`src/rtl/pwl_coeff_loader_pkg.sv`:
```
`default_nettype none
// ============================================================================
// Module      : pwl_coeff_loader_pkg
// Description : Shared definitions for the PWL coefficient table loader.
//               Holds the fixed-point format of the coefficients, the table
//               geometry, the packed coefficient word and the loader states.
// Revision    : 1.0  initial release
// ============================================================================
package pwl_coeff_loader_pkg;

    localparam int DATA_WIDTH = 16;   // Q3.12 coefficient width
    localparam int FRAC_BITS  = 12;
    localparam int PWL_DEPTH  = 64;   // table entries, power of two
    localparam int PWL_ADDR_W = 6;    // log2(PWL_DEPTH)

    // Packed stream/table word: slope in the upper half, intercept below.
    typedef struct packed {
        logic [DATA_WIDTH-1:0] slope;
        logic [DATA_WIDTH-1:0] intercept;
    } pwl_coeff_t;

    typedef enum logic [0:0] {
        ST_IDLE = 1'b0,
        ST_LOAD = 1'b1
    } pwl_ld_state_t;

endpackage : pwl_coeff_loader_pkg
`default_nettype wire

```
`src/rtl/pwl_coeff_ram.sv`:
```
`default_nettype none
// ============================================================================
// Module      : pwl_coeff_ram
// Description : 1-write / 1-read synchronous RAM for the PWL coefficient
//               table. Registered read with read-before-write behaviour: a
//               read of the address being written returns the old contents.
//               Only the read register is reset; the array is not.
// Ports       : clk, rst_n       clock, async active-low reset (read reg)
//               i_we, i_wr_addr, i_wr_data   write port
//               i_rd_addr, o_rd_data         registered read port
// Revision    : 1.0  initial release
// ============================================================================
module pwl_coeff_ram #(
    parameter int DEPTH  = 64,
    parameter int ADDR_W = 6,
    parameter int WORD_W = 32
) (
    input  logic              clk,
    input  logic              rst_n,
    input  logic              i_we,
    input  logic [ADDR_W-1:0] i_wr_addr,
    input  logic [WORD_W-1:0] i_wr_data,
    input  logic [ADDR_W-1:0] i_rd_addr,
    output logic [WORD_W-1:0] o_rd_data
);

    (* ram_style = "distributed" *)
    logic [WORD_W-1:0] r_mem [DEPTH];
    logic [WORD_W-1:0] r_rd_data;

    always_ff @(posedge clk) begin
        if (i_we) begin
            r_mem[i_wr_addr] <= i_wr_data;
        end
    end

    // Non-blocking update of r_mem makes this sample the pre-write value.
    always_ff @(posedge clk or negedge rst_n) begin
        if (!rst_n) begin
            r_rd_data <= '0;
        end else begin
            r_rd_data <= r_mem[i_rd_addr];
        end
    end

    assign o_rd_data = r_rd_data;

endmodule : pwl_coeff_ram
`default_nettype wire

```
`src/rtl/pwl_coeff_loader.sv`:
```
`default_nettype none
// ============================================================================
// Module      : pwl_coeff_loader
// Description : Writer side of the PWL activation coefficient tables. Accepts
//               a valid/ready stream of {slope, intercept} words, writes them
//               in address order into a DEPTH-entry table and exposes the
//               registered read port used by the PWL evaluator.
// Config      : PWL_CHECKSUM_EN - when defined, each load carries one extra
//               word after the coefficients that must equal their XOR.
// Ports       : clk, rst_n                  clock, async active-low reset
//               start                       pulse, begins a load (IDLE only)
//               s_valid/s_ready/s_data/s_last   coefficient stream
//               table_valid                 table holds an accepted load
//               load_done                   1-cycle pulse on good completion
//               load_err                    sticky error, cleared by start
//               rd_addr/rd_data             evaluator read port (1 cycle)
// Revision    : 1.0  initial release
// ============================================================================
module pwl_coeff_loader
    import pwl_coeff_loader_pkg::*;
#(
    parameter int DEPTH  = PWL_DEPTH,
    parameter int ADDR_W = PWL_ADDR_W,
    parameter int WORD_W = 2 * DATA_WIDTH
) (
    input  logic              clk,
    input  logic              rst_n,
    input  logic              start,
    input  logic              s_valid,
    output logic              s_ready,
    input  logic [WORD_W-1:0] s_data,
    input  logic              s_last,
    output logic              table_valid,
    output logic              load_done,
    output logic              load_err,
    input  logic [ADDR_W-1:0] rd_addr,
    output logic [WORD_W-1:0] rd_data
);

    pwl_ld_state_t   r_state, w_state_nxt;
    // One spare bit so the counter can index the checksum slot without wrap.
    logic [ADDR_W:0] r_cnt, w_cnt_nxt;
    logic            r_table_valid, w_table_valid_nxt;
    logic            r_load_err, w_load_err_nxt;
    logic            r_load_done, w_load_done_nxt;
    logic            w_accept;
    logic            w_final;
    logic            w_sum_ok;
    logic            w_we;

    assign w_accept = (r_state == ST_LOAD) && s_valid;

`ifdef PWL_CHECKSUM_EN
    localparam logic [ADDR_W:0] c_CNT_SUM = (ADDR_W+1)'(DEPTH);

    logic [WORD_W-1:0] r_xor, w_xor_nxt;

    // The final word is the checksum; it is compared, never stored.
    assign w_final  = (r_cnt == c_CNT_SUM);
    assign w_sum_ok = (s_data == r_xor);
    assign w_we     = w_accept && !w_final;
`else
    localparam logic [ADDR_W:0] c_CNT_LAST = (ADDR_W+1)'(DEPTH - 1);

    assign w_final  = (r_cnt == c_CNT_LAST);
    assign w_sum_ok = 1'b1;
    assign w_we     = w_accept;
`endif

    always_ff @(posedge clk or negedge rst_n) begin
        if (!rst_n) begin
            r_state       <= ST_IDLE;
            r_cnt         <= '0;
            r_table_valid <= 1'b0;
            r_load_err    <= 1'b0;
            r_load_done   <= 1'b0;
`ifdef PWL_CHECKSUM_EN
            r_xor         <= '0;
`endif
        end else begin
            r_state       <= w_state_nxt;
            r_cnt         <= w_cnt_nxt;
            r_table_valid <= w_table_valid_nxt;
            r_load_err    <= w_load_err_nxt;
            r_load_done   <= w_load_done_nxt;
`ifdef PWL_CHECKSUM_EN
            r_xor         <= w_xor_nxt;
`endif
        end
    end

    always_comb begin
        w_state_nxt       = r_state;
        w_cnt_nxt         = r_cnt;
        w_table_valid_nxt = r_table_valid;
        w_load_err_nxt    = r_load_err;
        w_load_done_nxt   = 1'b0;
`ifdef PWL_CHECKSUM_EN
        w_xor_nxt         = r_xor;
`endif
        case (r_state)
            ST_IDLE: begin
                if (start) begin
                    w_state_nxt       = ST_LOAD;
                    w_cnt_nxt         = '0;
                    w_table_valid_nxt = 1'b0;
                    w_load_err_nxt    = 1'b0;
`ifdef PWL_CHECKSUM_EN
                    w_xor_nxt         = '0;
`endif
                end
            end
            ST_LOAD: begin
                if (w_accept) begin
                    w_cnt_nxt = r_cnt + 1'b1;
`ifdef PWL_CHECKSUM_EN
                    if (!w_final) begin
                        w_xor_nxt = r_xor ^ s_data;
                    end
`endif
                    if (w_final) begin
                        w_state_nxt = ST_IDLE;
                        if (s_last && w_sum_ok) begin
                            w_table_valid_nxt = 1'b1;
                            w_load_done_nxt   = 1'b1;
                        end else begin
                            w_load_err_nxt    = 1'b1;
                        end
                    end else if (s_last) begin
                        // Short load: the word is kept but the table is not
                        // trusted.
                        w_state_nxt    = ST_IDLE;
                        w_load_err_nxt = 1'b1;
                    end
                end
            end
            default: begin
                w_state_nxt = ST_IDLE;
            end
        endcase
    end

    pwl_coeff_ram #(
        .DEPTH  (DEPTH),
        .ADDR_W (ADDR_W),
        .WORD_W (WORD_W)
    ) u_ram (
        .clk       (clk),
        .rst_n     (rst_n),
        .i_we      (w_we),
        .i_wr_addr (r_cnt[ADDR_W-1:0]),
        .i_wr_data (s_data),
        .i_rd_addr (rd_addr),
        .o_rd_data (rd_data)
    );

    assign s_ready     = (r_state == ST_LOAD);
    assign table_valid = r_table_valid;
    assign load_done   = r_load_done;
    assign load_err    = r_load_err;

endmodule : pwl_coeff_loader
`default_nettype wire

```
`config.mk`:
```
export PLATFORM = sky130hd
export DESIGN_NAME = pwl_coeff_loader
export DESIGN_NICKNAME = d
export VERILOG_FILES = /design/src/rtl/pwl_coeff_loader_pkg.sv /design/src/rtl/pwl_coeff_ram.sv /design/src/rtl/pwl_coeff_loader.sv
export SDC_FILE = /design/constraint.sdc
export NUM_CORES = 2
export LEC_CHECK = 0
export BUFFER_PORTS_ARGS = -buffer_cell sky130_fd_sc_hd__buf_2
export CORE_MARGIN = 3
export CORE_UTILIZATION = 69
export CTS_BUF_LIST = sky130_fd_sc_hd__clkbuf_2
export DETAILED_ROUTE_END_ITERATION = 6
export PLACE_DENSITY = 0.86
export SLEW_MARGIN = 20
export SYNTH_ARGS = -nofsm -noshare
export SYNTH_HDL_FRONTEND = slang
export SYNTH_HIERARCHICAL = 1
export SYNTH_SLANG_ARGS = --single-unit
```
`constraint.sdc`:
```
create_clock -name clk -period 5.6 [get_ports clk]
set_input_delay 0.28 -clock clk [delete_from_list [all_inputs] [get_ports clk]]
set_output_delay 0.28 -clock clk [all_outputs]
set_load 0.05 [all_outputs]
```
After elaboration in Yosys (flattened, before gate mapping) --
Memory sizes are Yosys's and may differ from the RTL's. A register that Yosys moved wholly into a read port is not among the register bits. Index checks and enable logic that the tools add are counted.
Storage, ports and cells: register bits 11, RAM bits 2048, output and inout bits 36, logic and storage cells 43, memories kept 1
Operators by class: add/sub/neg operators 1, eq/ne operators 7, mux-type cells 23, bitwise gates (word level) 1, reduce and logical (&&, ||, !) cells 5
Memories:
- u_ram.r_mem | depth 64, width 32, rd ports 1, clocked after memory_dff 1, write ports 1, line pwl_coeff_ram.sv:28 | logic [WORD_W-1:0] r_mem [DEPTH];
Operator list (count):
- $mux 1 | 17
- $mux 7 | 2
- $pmux 7 s2 | 1
- $reduce_and 4->1 | 2
- $add 7x1->7 const B | 1
- $eq 7x6->1 const B | 1
- $pmux 1 s2 | 3
- $ne 2x1->1 const B | 2
- $ne 2x2->1 const B | 2
- $ne 3x2->1 const B | 1
- $ne 3x3->1 const B | 1
- $reduce_and 2->1 | 1
- $logic_and 1x1->1 | 1
- $logic_not 1->1 | 1
- $not 1->1 | 1

Depth between registers and ports, before layout --
depth in word-level cells 4, depth in mapped cells 10

Hierarchy --
The synthesis kept the hierarchy.
By module, submodules not included:
- pwl_coeff_ram | instances 1, cells an instance 3325, area an instance 78669.2 sq um, seq. area each 62299.8 sq um
- pwl_coeff_loader | instances 1, cells an instance 56, area an instance 558.0 sq um, seq. area each 275.3 sq um

Worst setup path before layout --
Ideal clock, no wire load.
path type register -> register, from register r_state, in the netlist s_ready, to memory u_ram.r_mem[48][0], enable pin, library setup time 0.461 ns, arrival 3.741 ns, data required time 5.139 ns, slack 1.398 ns, stages on the path, launching flop included 6, path buffers 0, cells stage by stage dfrtp_1 -> nand2_2 -> clkinv_1 -> nand3_1 -> or3_1 -> nor3_1
Between the ends: cells in the longest elaborated chain, start to end 3
RTL lines:
- from (decl) | line pwl_coeff_loader.sv:40 | pwl_ld_state_t r_state, w_state_nxt;
- from (signal assigned) | line pwl_coeff_loader.sv:81 | r_state <= w_state_nxt;
- $logic_and 1x1->1 | line pwl_coeff_loader.sv:51 | assign w_accept = (r_state == ST_LOAD) && s_valid;
- via w_accept | line pwl_coeff_loader.sv:46 | logic w_accept;
- $mux 1 | line pwl_coeff_ram.sv:32 | if (i_we) begin
- $mux 1 (not written as such) | line pwl_coeff_ram.sv:33 | r_mem[i_wr_addr] <= i_wr_data;
- to (decl) | line pwl_coeff_ram.sv:28
The timed path passes the listed nets, and every way through them passes these cells.

==> metrics <==
Netlist cell types=48; clock slew at reported path FFs=approximately 0.15 ns; Final Hold Viols=0; GRT Residual Overflow=0; Clock Path Buffers=4; share of layout cells above drive strength 1=approximately 36%; Die Y-Extent=345 um; sequential fraction of the synthesis area=approximately 79%; Resized Gates After CTS=0; Synth Warn #=6; outcome=complete, but fails checks; Post-synth top cells=edfxtp_1 (2048), mux4_2 (544), nor2_1 (140), mux2i_1 (95), o22ai_1 (84); initial core utilization=between 60% and 70%; antenna violations before repair=9; WS Path Type=flop to flop; GRT Util Overall=between 30% and 40%; leading area contributor after synthesis=edfxtp_1; Fin Setup TNS=0 ns; via-per-instance ratio=~7.4; Design Area, Final=about 0.088 sq mm; post-route clock period utilization=a little over two thirds; Max Fanout on Critical Path=1; Leakage Power=between 20 and 30 nW; Post-CTS Setup Inserts=0; Non-Filler Instances=a little under 6000; post-route ant nets=0; Fmax=between 200 and 300 MHz; Arr. time, crit path=~5.6 ns; placed wire-length estimate=~120000 um; Post-Synthesis Cells=around 3400; Site Rows=approximately 120; critical path endpoint category=flop; clock sinks=roughly 2100; first-pass GRT wire length=around 320000 um; area of the core=0.113 sq mm; pin count of the biggest net entering global routing=between 100 and 150; Post-Route WL=~220000 um; CTS tree=done; RSZ-0062 raised after global routing=false; fin nets=4043; Avg WL per Cell=between 30 and 40 um; Layout area overhead=11.3%; first drt pass iteration count=7; Place WS=around 1.9 ns; number of synthesized flops with an enable pin=2048; Least-Margin Pin Slew=~1.3 ns; Cell Area, Placed=0.0821 sq mm; Fillers=about 5400; H-tree depth=5; clk_skew=around 0.18 ns; crit path time final=about 3.9 ns; Max Transition Viols Final=0; syn avg cell area=23.4 sq um; detailed-route via count=roughly 43000; pwr dens=between 300 and 400 mW/mm^2; crit start category=flop; Final Worst Setup Slack=approximately 1.7 ns; post-route DRC violation count=12; Max-cap violations=0; chip width=around 340 um; Async SR Flop Fraction=~2.1%; total CTS buffers=about 480; top-count cell post-synth=edfxtp_1; min-delay worst type=input pin to flop; failing checks=DRC; maximum vdd ir drop=approximately 0.27 mV; Slew headroom=15.2%; die area=approximately 0.12 sq mm; gpl congestion=0.831; ys flop type=edfxtp_1; vias in the first global route=44100; Area contributors post-synth=edfxtp_1 (78%), mux4_2 (15%), dfrtp_1 (1.4%); Synth top area share=between 70% and 80%; syn nets=around 3400; Yosys reg bits=between 2000 and 2500; Syn Std Cell Area=just under 0.08 sq mm; Worst-Skew Late Latency=between 1.5 and 2 ns; Iteration-0 DRC Markers=~7500; Final setup viols=0; required time of the critical path=between 7 and 8 ns; Cells after DPL=4880; IO Count=approximately 80; Port Buf Inserts=78; Clock Tree Root=clkbuf_2
[kinds of logic (layout without fill, tap and decap cells)]
group	count (synthesis)	after routing	share of synthesized area, %
AOI/OAI and AO/OA	217	217	1.78
muxes	639	639	16.7
buffers and inverters	186	1160	1.13
and+or+nand+nor	246	246	1.42
DFF	2091	2091	79.0
xor gates and xnor gates	1	1	0.0111
adders and majority gates	1	1	0.0158
other	0	12	0
[where the power goes]
group / internal [mW] / leakage, nW / total [mW] / switching (mW)
clock: 3.40 / 3.17 / 9.42 / 6.01
combinational: 0.708 / 6.51 / 2.02 / 1.31
sequential: 17.3 / 18.9 / 17.4 / 0.112
[through the flow]
| stage | total power [mW] | hold slack [ns] | utilization [%] |
|---|---|---|---|
| 2_1_floorplan | 18.8 | -0.0156 | - |
| 3_3_place_gp | 19.5 | 0.507 | 72.4 |
| 3_5_place_dp | 19.6 | 0.525 | 72.5 |
| 4_1_cts | 28.7 | 0.00103 | 77.8 |
| 5_1_grt | 29.8 | 0.0118 | 77.9 |
| 6_report | 28.9 | 0.0837 | 77.9 |
[flip-flops by register name, summed over array words and instances (netlist names)]
| name | count |
|---|---|
| table_valid | 1 |
| r_cnt | 7 |
| load_done | 1 |
| load_err | 1 |
| u_ram/o_rd_data | 32 |
| u_ram/r_mem | 2048 |
| s_ready | 1 |
[final cells by class]
cell class / instances / area, sq um / share of cell area [%]
diodes: 12 / 30.0 / 0.0340
clock buffers: 673 / 3370 / 3.82
clock inverters: 169 / 801 / 0.908
inverters: 4 / 15.0 / 0.0170
multi-input cells: 1104 / 16200 / 18.4
flip-flops and latches: 2091 / 62600 / 70.9
well taps: 1500 / 1880 / 2.13
repair buffers: 314 / 3290 / 3.73
[routing by layer]
layer / track usage (%) / up-vias / share of wire, % / wire, um
met5: 0 / - / 0 / 0
met4: 21.2 / 0 / 6.2 / 13900
met3: 11.2 / 932 / 14 / 32200
met2: 60.8 / 4677 / 49 / 109000
met1: 49.8 / 21600 / 30 / 67100
li1: - / 16000 / - / -
[worst max-delay path, stage by stage (launching register included)]
cell,delay (ns)
edfxtp_1,0.44
mux4_2,0.52
o22ai_1,0.21
dlygate4sd3_1,0.61
nor2_1,0.05
dlygate4sd3_1,0.55
a21oi_1,0.20
dlygate4sd3_1,0.58
nor2_1,0.04
dlygate4sd3_1,0.59
[worst paths after layout]
check                                                  start  cells past startpoint                       endpoint  slack [ns]
worst max register to register  u_ram/r_mem[63][2]$_DFFE_PP_                      9   u_ram/o_rd_data[2]$_DFF_PN0_        1.68
max in group asynchronous                              rst_n                      6   u_ram/o_rd_data[7]$_DFF_PN0_        4.69
worst max-delay path            u_ram/r_mem[63][2]$_DFFE_PP_                      9   u_ram/o_rd_data[2]$_DFF_PN0_        1.68
worst min-delay path                                  s_last                      5           load_err$_DFFE_PN0P_        0.08
worst min register to register       table_valid$_DFFE_PN0P_                      2        table_valid$_DFFE_PN0P_        0.55
min in group asynchronous                              rst_n                      5  u_ram/o_rd_data[15]$_DFF_PN0_        0.24
[repair_timing]
item                                   4_1_cts  5_1_grt
setup endpoints to repair                    0        0
hold buffers                               129        0
endpoints found under the hold margin     2210        0
[cells in the final DEF, fill, tap and decap left out, types with 15 or more instances in the layout]
| cell | n |
|---|---|
| dlygate4sd3_1 | 97 |
| clkbuf_2 | 673 |
| buf_12 | 22 |
| nor2_4 | 62 |
| nor2b_1 | 15 |
| mux4_2 | 544 |
| nor2_1 | 78 |
| o221ai_1 | 27 |
| a21oi_1 | 65 |
| dfrtp_1 | 43 |
| edfxtp_1 | 2048 |
| buf_4 | 89 |
| o22ai_1 | 84 |
| buf_2 | 74 |
| mux2i_1 | 95 |
| nand2_1 | 33 |
| buf_16 | 29 |
| clkinv_2 | 27 |
| clkinv_1 | 128 |
No activity file was read; power rests on OpenSTA's default activity.
